[config.mk]
export PLATFORM = sky130hd
export DESIGN_NAME = instruction_fetch_unit
export DESIGN_NICKNAME = d
export VERILOG_FILES = /design/src/rtl/instruction_fetch_unit.sv
export SDC_FILE = /design/constraint.sdc
export NUM_CORES = 1
export LEC_CHECK = 0
export CAP_MARGIN = 5
export CORE_ASPECT_RATIO = 0.5
export CORE_UTILIZATION = 47
export CTS_CLUSTER_DIAMETER = 150
export DETAILED_ROUTE_END_ITERATION = 16
export GPL_ROUTABILITY_DRIVEN = 0
export PLACE_DENSITY = 0.81
export SYNTH_ARGS = -nofsm -noshare
export SYNTH_HDL_FRONTEND = slang
export SYNTH_SLANG_ARGS = --single-unit
[constraint.sdc]
create_clock -name clk -period 5.6 [get_ports clk]
set_input_delay 0.84 -clock clk [delete_from_list [all_inputs] [get_ports clk]]
set_output_delay 0.84 -clock clk [all_outputs]
set_load 0.01 [all_outputs]
[src/rtl/instruction_fetch_unit.sv]
// Fetch stage of the RISC-V core: owns the PC, drives the instruction memory
// address and fills the IF/ID register, with stall, redirect and halt handling.
module instruction_fetch_unit #(
  parameter logic [31:0] RESET_PC  = 32'h0000_0000,
  parameter logic [31:0] NOP_INSN  = 32'h0000_0013,
  parameter logic [31:0] HALT_INSN = 32'h0010_0073
) (
  input  logic        clk,
  input  logic        reset,
  input  logic        stall_i,
  input  logic        redirect_i,
  input  logic [31:0] redirect_target_i,
  output logic [31:0] address_bus_IR,
  input  logic [31:0] inst_mem_bus_IR,
  output logic [31:0] if_id_pc_o,
  output logic [31:0] if_id_instr_o,
  output logic        if_id_valid_o,
  output logic        misalign_o,
  output logic        halted_o,
  output logic [31:0] fetch_count_o
);

  typedef enum logic [1:0] {
    BOOT   = 2'd0,
    RUN    = 2'd1,
    HALTED = 2'd2
  } state_t;

  state_t      state_r;
  logic [31:0] pc_r;
  logic [31:0] if_id_pc_r;
  logic [31:0] if_id_instr_r;
  logic        if_id_valid_r;
  logic        misalign_r;
  logic        halted_r;
  logic [31:0] fetch_count_r;

  function automatic logic [31:0] pc_plus4(input logic [31:0] pc);
    pc_plus4 = pc + 32'd4;
  endfunction

  function automatic logic [31:0] sat_inc(input logic [31:0] cnt);
    sat_inc = (cnt == 32'hFFFF_FFFF) ? cnt : cnt + 32'd1;
  endfunction

  function automatic logic is_aligned(input logic [31:0] addr);
    is_aligned = (addr[1:0] == 2'b00);
  endfunction

  // PC, IF/ID register, sticky status and fetch counter.
  always_ff @(posedge clk or posedge reset) begin
    if (reset) begin
      state_r       <= BOOT;
      pc_r          <= RESET_PC;
      if_id_pc_r    <= 32'h0000_0000;
      if_id_instr_r <= NOP_INSN;
      if_id_valid_r <= 1'b0;
      misalign_r    <= 1'b0;
      halted_r      <= 1'b0;
      fetch_count_r <= 32'h0000_0000;
    end else begin
      case (state_r)
        BOOT, RUN: begin
          if (redirect_i) begin
            // A redirect always flushes, and wins over a stall.
            if_id_pc_r    <= pc_r;
            if_id_instr_r <= NOP_INSN;
            if_id_valid_r <= 1'b0;
            if (is_aligned(redirect_target_i)) begin
              pc_r    <= redirect_target_i;
              state_r <= RUN;
            end else begin
              misalign_r <= 1'b1;
              halted_r   <= 1'b1;
              state_r    <= HALTED;
            end
          end else if (state_r == BOOT) begin
            state_r <= RUN;
          end else if (stall_i) begin
            pc_r          <= pc_r;
            if_id_pc_r    <= if_id_pc_r;
            if_id_instr_r <= if_id_instr_r;
            if_id_valid_r <= if_id_valid_r;
          end else begin
            if_id_pc_r    <= pc_r;
            if_id_instr_r <= inst_mem_bus_IR;
            if_id_valid_r <= 1'b1;
            fetch_count_r <= sat_inc(fetch_count_r);
            // EBREAK is passed downstream but the PC stops on it.
            if (inst_mem_bus_IR == HALT_INSN) begin
              halted_r <= 1'b1;
              state_r  <= HALTED;
            end else begin
              pc_r <= pc_plus4(pc_r);
            end
          end
        end
        HALTED: begin
          if_id_pc_r    <= pc_r;
          if_id_instr_r <= NOP_INSN;
          if_id_valid_r <= 1'b0;
        end
        default: begin
          if_id_pc_r    <= pc_r;
          if_id_instr_r <= NOP_INSN;
          if_id_valid_r <= 1'b0;
          halted_r      <= 1'b1;
          state_r       <= HALTED;
        end
      endcase
    end
  end

  assign address_bus_IR = pc_r;
  assign if_id_pc_o     = if_id_pc_r;
  assign if_id_instr_o  = if_id_instr_r;
  assign if_id_valid_o  = if_id_valid_r;
  assign misalign_o     = misalign_r;
  assign halted_o       = halted_r;
  assign fetch_count_o  = fetch_count_r;

endmodule

==> results.tsv <==
stage	metric	value	unit
synth	synth_area_leaders	dfrtp_1, mux2_2, nand2_1	
outcome	status	finished, violations left	
critical_path	critPathCaptureType	register	
global_routing	grt_usage	26.06	%
timing	max_freq	295.2	MHz
cells_and_area	instances_no_fill	995	
detailed_routing	wirelength	17130	µm
synth	synth.most_common_cell	dfrtp_1	
outcome	failed_checks	DRC	
detailed_routing	first_iter_violations	328	
cells_and_area	drive_above_1_share	10.91	%
synth	avgSynthCellArea	9.959	µm²
critical_path	crit_end	address_bus_IR[20]	
placement	pre_cts_slack	1.894	ns
detailed_routing	ant_nets	0	
global_routing	grt_pass1_vias	5308	
detailed_routing	vias_per_cell	5.566	
pwr	power_density	287.8	nW/µm²
timing	hold_viol_final	0	
detailed_routing	drc	2	
clocking	clk_latency	0.41	ns
timing	setup-violations-final	0	
clocking	cts_tree	yes	
critical_path	crit_start	inst_mem_bus_IR[22]	
placement	dpl.hpwl	11750	µm
cells_and_area	fill_cells	934	
clocking	htreeDepth	4	
clocking	numCtsBuffers	17	
critical_path	rrSetupSlack	3.06	ns
global_routing	gr-total-overflow	0	
floorplan	die_h	83.05	µm
critical_path	critPathArrivalTime	3.62	ns
clocking	clockRootBuffer	clkbuf_16	
clocking	clock-sinks	133	
cells_and_area	layout.nets	882	
cells_and_area	antennaDiodeCount	0	
synth	ys_seq_elements	133	
global_routing	antenna_found_initial	0	
synth	ys_seq_area_share	53.96	%
placement	dpl.cell_count	963	
critical_path	start_kind	input port	
clocking	cts.path.max_buffers	2	
clocking	cts.repair.resized	0	
global_routing	grt_max_degree	95	
pwr	p_leak	3.644	nW
critical_path	critPathRequiredTime	5.84	ns
critical_path	cp_max_fo	12	
synth	yosysUniqueCellTypes	48	
synth	synth.net_count	690	
synth	synth_top_family_by_area	simple AND/OR/NAND/NOR gates	
synth	synth_flop_cell	dfrtp_1	
timing	drv_slew	0	
synth	synth.largest_area_cell	dfrtp_1	
synth	syn_inst	620	
synth	synthSimpleGateAreaFrac	19.33	%
critical_path	r2r_cells	5	
floorplan	core-area	12740	µm²
detailed_routing	dr.pass1.iters	11	
synth	ys_async_sr_fraction	100.0	%
clocking	post_cts_buffers	0	
synth	synth_edf_count	0	
floorplan	num_rows	29	
timing	setup_tns	0	ns
timing	fin_skew	0.01064	ns
clocking	clk_pin_slew	0.06	ns
detailed_routing	wire_per_inst	17.22	µm
job	drv_cap	0	
synth	synth.top_cell.area_share	52.68	%
pwr	vdd_drop_max	0.1719	mV
synth	synth_compound_area_share	12.38	%
critical_path	reg2reg_to	address_bus_IR[31]	
timing	fin_ws	2.213	ns
cells_and_area	area_delta_synth_final	44.88	%
floorplan	start_util	48.48	%
floorplan	io_pins	199	
worst_hold_path	holdCritPathClass	reg -> reg	
floorplan	dieArea	13630	µm²
synth	synthMuxAreaShare	6.667	%
synth	synthAdderAreaFrac	0.4053	%
timing	maxSlewHeadroom	20.97	%
synth	synth_area	6175	µm²
timing	fin_crit_sh	60.49	%
floorplan	die_x	164.1	µm
detailed_routing	num_vias	5538	
timing	fin_crit	3.387	ns
synth	synth_xor_xnor_area_share	4.397	%
critical_path	worstReg2RegStart	state_r[1]	
synth	yosys_warnings	0	
clocking	cts_hold_buf	0	
critical_path	critPathKind	in -> reg	
timing	worstMarginPinSlew	1.185	ns
global_routing	grt_pass1_wl	27830	µm
placement	io_buffers	198	
timing	grt_setup_unrepaired	false	
synth	synth_commonest_cells	dfrtp_1, nand2_1, a21oi_1	
==> placed cells by master, fill, tap and decap left out, drive strengths merged, types with 5 or more instances in the layout <==
| master | instances |
|---|---|
| nand3 | 26 |
| buf | 7 |
| mux2 | 33 |
| xor2 | 11 |
| a21oi | 68 |
| nand2 | 93 |
| clkbuf | 21 |
| and3 | 5 |
| nor2 | 44 |
| o22a | 14 |
| or3 | 5 |
| or2 | 6 |
| dfrtp | 130 |
| nor3 | 16 |
| inv | 12 |
| xnor2 | 20 |
| nand4 | 24 |
| nor4 | 12 |
| o21ai | 14 |
| and2 | 6 |
| clkdlybuf4s50 | 198 |
==> how the worst min path moves through the flow <==
stage,from,to,depth (start not counted)
global placement,misalign_o,misalign_o,1
detailed placement,misalign_o,misalign_o,1
CTS,halted_o,halted_o,1
global route,misalign_o,misalign_o,1
floorplan,if_id_instr_o[0],if_id_instr_o[0],2
finish,halted_o,halted_o,1
==> report_power, final <==
| group | switching (W) | leakage [nW] | internal, W | total [W] |
|---|---|---|---|---|
| combinational | 0.000115 | 1.59 | 0.000182 | 0.000298 |
| sequential | 0.0000618 | 1.74 | 0.00102 | 0.00108 |
| clock | 0.000415 | 0.305 | 0.000782 | 0.00120 |
==> state kept, by name, summed over array words and instances (netlist names) <==
name	count
fetch_count_o	32
if_id_valid_o	1
state_r	2
address_bus_IR	32
halted_o	1
if_id_instr_o	32
misalign_o	1
if_id_pc_o	32
==> through the flow <==
step	hold WS, ns	cell area (µm²)	util [%]	power [W]
floorplan	0.4926	6175	-	0.001194
global placement	0.4508	8302	65.18	0.001385
detailed placement	0.4620	8302	65.18	0.001393
CTS	0.4823	8946	70.24	0.002593
global route	0.4984	8946	70.24	0.002669
finish	0.4810	8946	70.24	0.002575
==> cell type report <==
cell class / count / area (µm²) / share of cell area (%)
clock buffers: 21 / 470.5 / 5.259
clock inverters: 11 / 173.9 / 1.944
inverters: 12 / 50.05 / 0.5594
multi-input cells: 443 / 2673 / 29.87
flip-flops and latches: 133 / 3332 / 37.24
well taps: 170 / 212.7 / 2.378
repair buffers: 205 / 2034 / 22.74
==> critical path, stage by stage <==
cell,delay [ns]
clkdlybuf4s50_1,0.42
nor4b_1,0.59
nand4_1,0.20
or3_1,0.42
a21oi_1,0.87
nor2_1,0.12
a2bb2oi_1,0.16
==> cell families after synthesis <==
family,Yosys count
AOI/OAI and AO/OA,123
buffers and inverters,44
DFF,133
adders and majority gates,2
and+or+nand+nor,250
muxes,37
xor gates and xnor gates,31
==> per-layer routing <==
layer / wire length, µm / track usage [%] / vias up
met1: 7567 / 35.12 / 2746
met3: 853 / 5.295 / 23
met5: 0 / 0 / -
met4: 286 / 7.912 / 0
met2: 8427 / 42.42 / 171
li1: - / - / 2598
Note: power is estimated with default switching activity, not from simulation.
